### config.mk
export PLATFORM = sky130hd
export DESIGN_NAME = fir_decim_buffer
export DESIGN_NICKNAME = d
export VERILOG_FILES = /design/src/rtl/fir_decim_buffer.sv
export SDC_FILE = /design/constraint.sdc
export NUM_CORES = 1
export LEC_CHECK = 0
export CORE_MARGIN = 2
export CORE_UTILIZATION = 54
export DETAILED_ROUTE_END_ITERATION = 10
export PLACE_DENSITY = 0.75
export SYNTH_ARGS = -nofsm -noshare
export SYNTH_HDL_FRONTEND = slang
export SYNTH_SLANG_ARGS = --single-unit
### constraint.sdc
create_clock -name clk -period 3.7 [get_ports clk]
set_input_delay 0.74 -clock clk [delete_from_list [all_inputs] [get_ports clk]]
set_output_delay 0.74 -clock clk [all_outputs]
set_load 0.005 [all_outputs]
### src/rtl/fir_decim_buffer.sv
// Decimating FWFT buffer behind the 9-tap FIR: drops the warm-up samples,
// keeps one sample in DECIM and streams the kept samples out over valid/ready.
module fir_decim_buffer #(
  parameter int DATA_W = 16,
  parameter int DECIM  = 4,
  parameter int WARMUP = 8,
  parameter int DEPTH  = 16
) (
  input  logic                     clk,
  input  logic                     rst_n,
  input  logic                     enable,
  input  logic signed [DATA_W-1:0] sample_in,
  output logic signed [DATA_W-1:0] m_data,
  output logic                     m_valid,
  input  logic                     m_ready,
  output logic [$clog2(DEPTH):0]   level,
  output logic                     overflow,
  input  logic                     clear_ovf,
  output logic [1:0]               o_dbg_state
);

  localparam int AW     = $clog2(DEPTH);
  localparam int LVL_W  = AW + 1;
  localparam int WARM_W = $clog2(WARMUP + 2);
  localparam int PH_W   = (DECIM > 1) ? $clog2(DECIM) : 1;

  localparam logic [LVL_W-1:0]  FULL_LVL  = LVL_W'(DEPTH);
  localparam logic [WARM_W-1:0] WARM_LAST = WARM_W'(WARMUP);
  localparam logic [PH_W-1:0]   PH_LAST   = PH_W'(DECIM - 1);
  localparam logic [PH_W-1:0]   PH_AFTER0 = (DECIM == 1) ? '0 : PH_W'(1);

  typedef enum logic [1:0] {
    S_IDLE = 2'd0,
    S_WARM = 2'd1,
    S_RUN  = 2'd2
  } state_t;

  state_t              r_state, w_next_state;
  logic [WARM_W-1:0]   r_warm,  w_next_warm;
  logic [PH_W-1:0]     r_phase, w_next_phase;
  logic                w_capture;

  logic signed [DATA_W-1:0] r_mem [DEPTH];
  logic [AW-1:0]            r_wr_ptr, r_rd_ptr;
  logic [LVL_W-1:0]         r_level;
  logic                     r_overflow;
  logic                     w_pop, w_full, w_push, w_drop;

  always_ff @(posedge clk or negedge rst_n) begin
    if (!rst_n) begin
      r_state <= S_IDLE;
      r_warm  <= '0;
      r_phase <= '0;
    end else begin
      r_state <= w_next_state;
      r_warm  <= w_next_warm;
      r_phase <= w_next_phase;
    end
  end

  // r_warm holds the number of samples already discarded in this run.
  always_comb begin
    w_next_state = r_state;
    w_next_warm  = r_warm;
    w_next_phase = r_phase;
    w_capture    = 1'b0;
    if (!enable) begin
      w_next_state = S_IDLE;
      w_next_warm  = '0;
      w_next_phase = '0;
    end else begin
      case (r_state)
        S_IDLE: begin
          if (WARMUP == 0) begin
            w_capture    = 1'b1;
            w_next_state = S_RUN;
            w_next_phase = PH_AFTER0;
          end else begin
            w_next_state = S_WARM;
            w_next_warm  = WARM_W'(1);
          end
        end
        S_WARM: begin
          if (r_warm == WARM_LAST) begin
            w_capture    = 1'b1;
            w_next_state = S_RUN;
            w_next_warm  = '0;
            w_next_phase = PH_AFTER0;
          end else begin
            w_next_warm = r_warm + WARM_W'(1);
          end
        end
        S_RUN: begin
          w_capture    = (r_phase == '0);
          w_next_phase = (r_phase == PH_LAST) ? '0 : r_phase + PH_W'(1);
        end
        default: begin
          w_next_state = S_IDLE;
          w_next_warm  = '0;
          w_next_phase = '0;
        end
      endcase
    end
  end

  // Valid/ready: a sample transfers on every edge where m_valid and m_ready
  // are both high; m_valid never depends on m_ready.
  assign m_valid = (r_level != '0);
  assign w_pop   = m_valid & m_ready;
  assign w_full  = (r_level == FULL_LVL);
  assign w_push  = w_capture & (~w_full | w_pop);
  assign w_drop  = w_capture & w_full & ~w_pop;

  always_ff @(posedge clk) begin
    if (w_push) r_mem[r_wr_ptr] <= sample_in;
  end

  always_ff @(posedge clk or negedge rst_n) begin
    if (!rst_n) begin
      r_wr_ptr   <= '0;
      r_rd_ptr   <= '0;
      r_level    <= '0;
      r_overflow <= 1'b0;
    end else begin
      if (w_push) r_wr_ptr <= r_wr_ptr + AW'(1);
      if (w_pop)  r_rd_ptr <= r_rd_ptr + AW'(1);
      case ({w_push, w_pop})
        2'b10:   r_level <= r_level + LVL_W'(1);
        2'b01:   r_level <= r_level - LVL_W'(1);
        default: r_level <= r_level;
      endcase
      // A drop on the same edge as clear_ovf keeps the flag set.
      if (w_drop)         r_overflow <= 1'b1;
      else if (clear_ovf) r_overflow <= 1'b0;
    end
  end

  assign m_data      = m_valid ? r_mem[r_rd_ptr] : '0;
  assign level       = r_level;
  assign overflow    = r_overflow;
  assign o_dbg_state = r_state;

endmodule

==> results of run 1 <==
==> cells in the mapped netlist, types with 2 or more instances <==
| cell | count | area share [%] |
|---|---|---|
| nor2_1 | 6 | 0.20 |
| ha_1 | 16 | 1.8 |
| buf_2 | 17 | 0.76 |
| nand3b_1 | 3 | 0.20 |
| o221ai_2 | 3 | 0.40 |
| nor4b_1 | 2 | 0.16 |
| inv_1 | 42 | 1.4 |
| mux4_2 | 64 | 13 |
| nor2b_1 | 3 | 0.17 |
| a21oi_1 | 9 | 0.40 |
| dfrtp_1 | 22 | 4.9 |
| buf_6 | 2 | 0.20 |
| xnor2_1 | 7 | 0.55 |
| xor2_1 | 6 | 0.47 |
| nand3_1 | 10 | 0.45 |
| a41o_1 | 2 | 0.18 |
| nand4_1 | 2 | 0.11 |
| o221ai_1 | 13 | 1.0 |
| o21ai_0 | 4 | 0.18 |
| nor3_1 | 4 | 0.18 |
| and2_1 | 3 | 0.17 |
| and3_1 | 10 | 0.56 |
| clkbuf_1 | 6 | 0.20 |
| nand2_1 | 28 | 0.93 |
| edfxtp_1 | 256 | 68 |
| mux2_2 | 19 | 1.9 |
==> critical path, cell delays in order, from the launching register on <==
cell and delay (ns):
dfrtp_4 0.58, buf_4 0.19, mux4_2 0.48, mux2_2 0.28, nand2_1 0.09, o221ai_1 0.23, clkdlybuf4s50_1 0.52
==> stage by stage <==
step	hold slack (ns)	setup WS, ns
finish	0.561	0.0750
detailed placement	0.536	0.297
global placement	0.503	0.388
global route	0.565	0.0147
CTS	0.550	-0.00423
floorplan	0.444	0.565
==> state kept, by name (all words and copies together) (netlist names) <==
register	flops
r_rd_ptr	4
level	5
r_phase	2
r_warm	4
o_dbg_state	2
overflow	1
r_wr_ptr	4
r_mem	256
==> where the power goes <==
group / switching, mW / leakage, nW / internal (mW)
clock: 1.10 / 0.467 / 1.76
sequential: 0.124 / 2.57 / 3.49
combinational: 1.17 / 1.50 / 1.44
==> path summary, 6_finish.rpt <==
path                              from           to  slack, ns
setup / recovery           r_rd_ptr[1]    m_data[7]       0.08
hold / removal               r_warm[2]    r_warm[2]       0.56
min in group asynchronous        rst_n     level[2]       0.78
hold reg to reg              r_warm[2]    r_warm[2]       0.56
setup reg to reg              level[3]     level[4]       0.78
max in group asynchronous        rst_n  r_rd_ptr[1]       2.14
==> repair_timing <==
action | CTS | global route
cloned | 0 | 1
buffers inserted | 0 | 5
gates resized for setup | 4 | 0
hold buffers | 0 | 0
pin swaps | 0 | 1
setup endpoints to repair | 6 | 11
==> final cells by class <==
class,count,share of cell area (%)
Inverter,43,1.22
Clock inverter,8,0.881
Timing Repair Buffer,82,5.81
Sequential cell,278,62.4
Multi-Input combinational cell,230,20.7
Tap cell,270,2.56
Clock buffer,44,6.38
==> cells by family after synthesis <==
group	count (synthesis)	share of synthesized area, %
flip-flops	278	73.3
multiplexers	84	14.8
AND/OR/NAND/NOR	78	3.71
buffers and inverters	70	2.69
AO/OA/AOI/OAI	39	2.74
adder cells (fa/ha/maj)	16	1.78
XOR/XNOR	13	1.01
==> routing by layer <==
| layer | track usage [%] | vias to the layer above | wire [µm] |
|---|---|---|---|
| li1 | - | 2477 | - |
| met1 | 29.7 | 2980 | 9430 |
| met2 | 35.7 | 177 | 11700 |
| met3 | 3.34 | 41 | 1140 |
| met4 | 6.00 | 0 | 484 |
| met5 | 0 | - | 0 |
==> impl_metrics.env, run 1 <==
export IMPL_dp_cells=897
export IMPL_fin_area_um2=13200
export IMPL_critPathKind="register to output pin"
export IMPL_die_w_um=148
export IMPL_cts_htree_levels=1
export IMPL_worstPathArrival_ns=2.88
export IMPL_postRouteWirelength_mm=22.7
export IMPL_ff_latch_area_um2=8240
export IMPL_ys_seq_area_share_pct=73.3
export IMPL_crit_path_max_fanout=12
export IMPL_rsz0062_at_grt="false"
export IMPL_ant_nets=0
export IMPL_syn_area_um2=11200
export IMPL_ys_flop_type="edfxtp_1"
export IMPL_period_minus_slack_ns=3.62
export IMPL_yosys_warnings=0
export IMPL_total_power_mw=9.10
export IMPL_antenna_found_initial=0
export IMPL_cts_sinks=278
export IMPL_gp_congestion=0.777
export IMPL_numCtsBuffers=28
export IMPL_grt_ovfl_total=0
export IMPL_clock_path_buffers=3
export IMPL_io_pins=46
export IMPL_grt_pass1_vias=6042
export IMPL_setup_violations_final=0
export IMPL_rr_worst_depth=10
export IMPL_fin_util_pct=64.9
export IMPL_clkTransAtPathRegs_ns=0.06
export IMPL_total_leakage_power_nw=4.54
export IMPL_placed_area_um2=12200
export IMPL_max_freq_mhz=276
export IMPL_grt_use_total_pct=21.3
export IMPL_drc_errors=0
export IMPL_fillers=1323
export IMPL_holdCritPathClass="register to register"
export IMPL_finClkSkew_ns=0.0177
export IMPL_routed_via_count=5675
export IMPL_grt_pass1_wl_mm=35.1
export IMPL_antenna_cells=0
export IMPL_drive_gt1_share_pct=25.7
export IMPL_synth_edf_count=256
export IMPL_die_y_um=148
export IMPL_final_cell_mix="256 x edfxtp_1, 64 x mux4_2, 43 x clkdlybuf4s50_1"
export IMPL_vdd_drop_max_mv=0.464
export IMPL_fin_crit_sh_pct=98.0
export IMPL_port_buffer_count=45
export IMPL_slew_headroom_pct=29.3
export IMPL_start_kind="register"
export IMPL_drv_cap=0
export IMPL_dr_first_iter_drc_count=410
export IMPL_dp_hpwl_mm=12.8
export IMPL_synthArstFlopShare_pct=7.91
export IMPL_wire_per_inst_um=23.8
export IMPL_clock_latency_ns=0.53
export IMPL_synthDistinctLibCells=45
export IMPL_start_util_pct=55.2
export IMPL_nets=700
export IMPL_holdPathStages=1
export IMPL_worstMarginPinSlew_ns=1.06
export IMPL_drtPass1Iterations=5
export IMPL_slew_viol_final=0
export IMPL_cts_tree="yes"
export IMPL_outcome="complete, no violations"
export IMPL_row_count=52
export IMPL_synth_avg_cell_area_um2=19.5
export IMPL_cp_required_ns=2.96
export IMPL_fin_cells=955
export IMPL_synthCells=578
export IMPL_grt_start_max_net_pins=41
export IMPL_finalSetupTns_ns=0
export IMPL_area_delta_synth_final_pct=17.4
export IMPL_final_common_cell="edfxtp_1"
export IMPL_ys_ff_latch=278
export IMPL_syn_nets=615
export IMPL_finalHoldViolCount=0
export IMPL_worst_setup_path_end_kind="output pin"
export IMPL_design_die_area_um2=22000
export IMPL_multi_input_area_um2=2740
export IMPL_routed_via_density=5.94
export IMPL_core_um2=20400
export IMPL_powerDensity_nw_per_um2=689
export IMPL_cts_root_buf="clkbuf_16"
No activity file was read; power rests on OpenSTA's default activity.
==> run 2, diff against run 1 <==
- CORE_MARGIN: 2 -> 5
- CORE_UTILIZATION: 54 -> 55
- DONT_BUFFER_PORTS: unset -> 1
- PLACE_DENSITY: 0.75 -> 0.73
- SLEW_MARGIN: unset -> 20
==> impl_metrics.env, run 2 (synthesis gave the netlist of run 1 again) <==
export IMPL_outcome="complete, no violations"
export IMPL_cts_root_buf="clkbuf_16"
export IMPL_holdCritPathClass="primary input to asynchronous set/reset pin"
export IMPL_setup_violations_final=0
export IMPL_switchingPower_mw=2.30
export IMPL_dp_cells=849
export IMPL_path_buf_inv=1
export IMPL_total_leakage_power_nw=4.24
export IMPL_dr_first_iter_drc_count=574
export IMPL_power_frac_comb_pct=25.3
export IMPL_cts_resized=0
export IMPL_postRouteWirelength_mm=22.7
export IMPL_slew_viol_final=0
export IMPL_antenna_found_initial=0
export IMPL_routed_via_density=6.16
export IMPL_fin_crit_sh_pct=95.1
export IMPL_placed_area_um2=11700
export IMPL_worstMarginPinSlew_ns=0.741
export IMPL_start_util_pct=55.8
export IMPL_finalHoldViolCount=0
export IMPL_top_register="r_mem"
export IMPL_fillers=1411
export IMPL_grt_pass1_wl_mm=34.7
export IMPL_cpMaxStageDelayCell="nand3b_1"
export IMPL_cpPeakStageDelay_ns=0.60
export IMPL_dp_hpwl_mm=13.7
export IMPL_nets=646
export IMPL_wire_per_inst_um=25.3
export IMPL_worst_setup_path_end_kind="output pin"
export IMPL_grt_ovfl_total=0
export IMPL_die_y_um=153
export IMPL_finClkSkew_ns=0.0129
export IMPL_drtPass1Iterations=7
export IMPL_row_count=52
export IMPL_clkTransAtPathRegs_ns=0.06
export IMPL_io_pins=46
export IMPL_grt_start_max_net_pins=43
export IMPL_grt_use_total_pct=19.4
export IMPL_critical_path_top_delay_family="simple AND/OR/NAND/NOR gates"
export IMPL_antenna_cells=0
export IMPL_clock_latency_ns=0.53
export IMPL_area_delta_synth_final_pct=11.3
export IMPL_die_w_um=153
export IMPL_largest_reg_flops=256
export IMPL_final_cell_mix="256 x edfxtp_1, 64 x mux4_2, 42 x inv_1"
export IMPL_fin_cells=899
export IMPL_core_um2=20200
export IMPL_internal_power_mw=5.88
export IMPL_drive_gt1_share_pct=25.9
export IMPL_place_ws_ns=0.334
export IMPL_cts_htree_levels=1
export IMPL_finalSetupTns_ns=0
export IMPL_seqPwrFrac_pct=45.1
export IMPL_clock_path_buffers=3
export IMPL_worstPathArrival_ns=2.78
export IMPL_power_frac_clock_pct=29.6
export IMPL_fin_area_um2=12500
export IMPL_start_kind="register"
export IMPL_ant_nets=0
export IMPL_design_die_area_um2=23400
export IMPL_grt_pass1_vias=5723
export IMPL_slew_headroom_pct=50.5
export IMPL_critPathKind="register to output pin"
export IMPL_rsz0062_at_grt="false"
export IMPL_powerDensity_nw_per_um2=654
export IMPL_period_minus_slack_ns=3.52
export IMPL_gp_congestion=0.834
export IMPL_cts_tree="yes"
export IMPL_worstPathCellList="nor4_4 > nand2_2 > nand3b_1 > buf_4 > o221ai_1"
export IMPL_final_common_cell="edfxtp_1"
export IMPL_final_setup_worst_slack_ns=0.180
export IMPL_crit_path_max_fanout=10
export IMPL_cts_sinks=278
export IMPL_numCtsBuffers=27
export IMPL_routed_via_count=5541
export IMPL_drc_errors=0
export IMPL_cp_required_ns=2.96
export IMPL_drv_cap=0
export IMPL_vdd_drop_max_mv=0.452
export IMPL_port_buffer_count=0
export IMPL_swShare_pct=28.1
export IMPL_max_freq_mhz=284
-- run 2: cell types whose count changed in the layout (fill, tap and decap cells not counted), moves of 5 or more --
cell             delta
clkdlybuf4s50_1    -43
clkinv_2            +5
clkinv_1            +5
clkbuf_8            -6
buf_4               -9
-- run 2: cell type report --
| type | count | area (µm²) | share of cell area [%] |
|---|---|---|---|
| inverters | 43 | 161 | 1.29 |
| clock buffers | 33 | 698 | 5.58 |
| multi-input cells | 230 | 2740 | 21.9 |
| well taps | 270 | 338 | 2.70 |
| flip-flops and latches | 278 | 8240 | 65.9 |
| repair buffers | 29 | 253 | 2.02 |
| clock inverters | 16 | 78.8 | 0.630 |
-- run 2: metal layers --
metal | track usage, % | up-vias | routed length, µm
li1 | - | 2371 | -
met1 | 27.8 | 2900 | 9300
met2 | 31.9 | 242 | 11400
met3 | 4.01 | 28 | 1660
met4 | 3.48 | 0 | 345
met5 | 0 | - | 0
-- run 2: what timing repair did --
| action | 4_1_cts | 5_1_grt |
|---|---|---|
| endpoints found under the setup margin | 0 | 0 |
| hold buffers | 1 | 0 |
| hold endpoints to repair | 22 | 0 |
| setup buffers | 0 | 0 |
-- run 2: worst paths after layout --
check                          startpoint       endpoint  slack (ns)  cells past startpoint
min                                 rst_n       level[0]        0.18                      1
min in group clk            sample_in[13]  r_mem[11][13]        0.31                      0
min reg2reg                     r_warm[2]      r_warm[2]        0.56                      1
max reg2reg                o_dbg_state[0]       level[4]        0.30                     13
max                              level[2]      m_data[6]        0.18                      5
max in group asynchronous           rst_n    r_rd_ptr[1]        3.13                      1
-- run 2: metrics by stage --
stage | power [mW] | hold slack, ns | utilization (%)
floorplan | 5.31 | 0.444 | -
global placement | 5.79 | 0.445 | 58.2
detailed placement | 5.85 | 0.445 | 58.2
CTS | 8.28 | 0.288 | 62.1
global route | 8.56 | 0.208 | 62.0
finish | 8.19 | 0.182 | 62.0
-- run 2: power by group through the flow --
stage / Combinational [mW] / Clock, mW / Sequential (mW)
after floorplan: 1.70 / 0 / 3.62
after global placement: 2.03 / 0 / 3.75
after detailed placement: 2.09 / 0 / 3.76
after CTS: 2.12 / 2.47 / 3.70
after global routing: 2.24 / 2.61 / 3.72
final: 2.07 / 2.42 / 3.69
==> run 3, diff against run 2 <==
- ABC_CLOCK_PERIOD_IN_PS: unset -> 3700
- SKIP_LAST_GASP: unset -> 1
==> results of run 3 <==
No change in the layout: final DEF, timing and power equal those of run 2.
==> patch, RTL diff (config.mk and constraints of run 3) <==
The parameter `DECIM` goes from 4 to 8.
--- a/src/rtl/fir_decim_buffer.sv
+++ b/src/rtl/fir_decim_buffer.sv
@@ -3,5 +3,5 @@
 module fir_decim_buffer #(
   parameter int DATA_W = 16,
-  parameter int DECIM  = 4,
+  parameter int DECIM  = 8,
   parameter int WARMUP = 8,
   parameter int DEPTH  = 16
Function: no difference found for any inputs over 10 cycles, from zero or initial values and one cycle with rst_n low; that may be too few to reach the edited logic, so the function may still have changed.
==> patch against run 3 <==
Count of clock-buffer cells in the layout is 1 lower; wire length fell by 3.5%; clock power grew 2%; sequential power rose by 1%; sequential cell count up 1; sequential share of layout area is 0.65 points higher; setup slack better by 0.25 ns; cell area is 0.67% lower; synthesized cell count down 5.2%; critical path depth decreased by 1; global-route usage down 0.70 points; via count shrank 4.7%; area after synthesis rose by 0.12%; total power is 0.82% lower.
==> patch: results <==
export IMPL_status="finished clean"
export IMPL_grt_pass1_vias=5514
export IMPL_detailed_place_area_um2=11640
export IMPL_timing_critical_path_arrival_ns=2.53
export IMPL_finish_net_count=611
export IMPL_weighted_congestion_at_the_end_of_routability_driven_global_placement=0.7837
export IMPL_muxShareOfSynthArea_pct=16.35
export IMPL_worst_path_largest_cell_delay_ns=0.62
export IMPL_mappedNetlistNets=586
export IMPL_critical_path_slowest_cell="nand2_1"
export IMPL_post_place_cells=813
export IMPL_drt_pass1_iterations=5
export IMPL_routed_wire_length_per_instance_um=25.49
export IMPL_synth_enable_flop_cells=256
export IMPL_pre_cts_ws_ns=0.7714
export IMPL_layout_filler_cell_count=1402
export IMPL_leading_cell_types_by_total_area_after_synthesis="edfxtp_1, mux4_2, dfrtp_1, mux2i_1, ha_1"
export IMPL_synthAdderAreaFrac_pct=1.889
export IMPL_crit_path_max_fanout=12
export IMPL_grt_start_max_net_pins=31
export IMPL_regArea_um2=8268
export IMPL_synth_top_cells_by_count="edfxtp_1, mux4_2, mux2i_1"
export IMPL_top_register="r_mem"
export IMPL_async_flop_share_pct=8.244
export IMPL_synth_compound_area_share_pct=2.278
export IMPL_clock_skew_final_ns=0.01269
export IMPL_drt_iter0_markers=475
export IMPL_vias=5278
export IMPL_drt_wl_total_um=21920
export IMPL_groute_usage_overall_pct=18.71
export IMPL_drive_gt1_share_pct=22.71
export IMPL_largest_reg_flops=256
export IMPL_post_cts_resize_count=0
export IMPL_max_rail_drop_vdd_mv=0.5495
export IMPL_buffer_ports_inserted=0
export IMPL_synthXorXnorAreaFrac_pct=1.011
export IMPL_global_route_wire_length_before_repair_um=33420
export IMPL_dp_final_hpwl_um=13090
export IMPL_yosysSeqAreaShare_pct=73.39
export IMPL_synth_distinct_cells=43
export IMPL_mean_cell_area_of_the_mapped_netlist_um2=20.54
export IMPL_timing_worst_slew_pin_value_ns=0.8017
export IMPL_power_leakage_nw=4.146
## patch: changes by cell type in the layout (fill, tap and decap cells not counted), sizes merged, moves of 15 or more
cell,run 3,this run
inv,44,14
mux2,19,4
mux2i,1,35
nand2,29,13
o221ai,16,0
o22ai,1,17
## patch: cells by family (layout without fill, tap and decap cells)
group / Yosys count / in the layout
multiplexers: 103 / 103
adder cells (fa/ha/maj): 17 / 17
flip-flops: 279 / 279
XOR/XNOR: 13 / 13
AO/OA/AOI/OAI: 38 / 38
buffers and inverters: 39 / 81
AND/OR/NAND/NOR: 59 / 59
## patch: per-layer routing
layer	part of all wire, %	GRT usage, %	wire length [um]	vias up
met4	1.8	4.243	405	0
met2	51	31.83	11280	161
li1	-	-	-	2294
met1	41	25.29	8879	2793
met5	0	0	0	-
met3	6.2	3.930	1348	30
## patch: power breakdown
| part | switching, mW | internal [mW] |
|---|---|---|
| clock network | 1.07 | 1.40 |
| registers | 0.232 | 3.50 |
| logic | 0.910 | 1.01 |
## patch: final timing paths
kind                                start  slack (ns)        endpoint
hold reg to reg                 r_warm[2]        0.53       r_warm[2]
min in group clk            sample_in[15]        0.31    r_mem[1][15]
max in group asynchronous           rst_n        3.08     r_rd_ptr[1]
setup / recovery                 level[1]        0.43       m_data[5]
hold / removal                      rst_n        0.20  o_dbg_state[1]
setup reg to reg           o_dbg_state[0]        0.74        level[4]
## patch: final cells by class
type	count	area share, %
Tap cell	270	2.718
Multi-Input combinational cell	230	22.54
Timing Repair Buffer	22	1.510
Clock buffer	32	5.588
Inverter	13	0.3927
Clock inverter	14	0.7149
Sequential cell	279	66.53
## patch: what timing repair did
item | 4_1_cts | 5_1_grt
setup endpoints to repair | 0 | 0
hold buffers | 1 | 0
buffers inserted | 0 | 0
hold endpoints to repair | 23 | 0
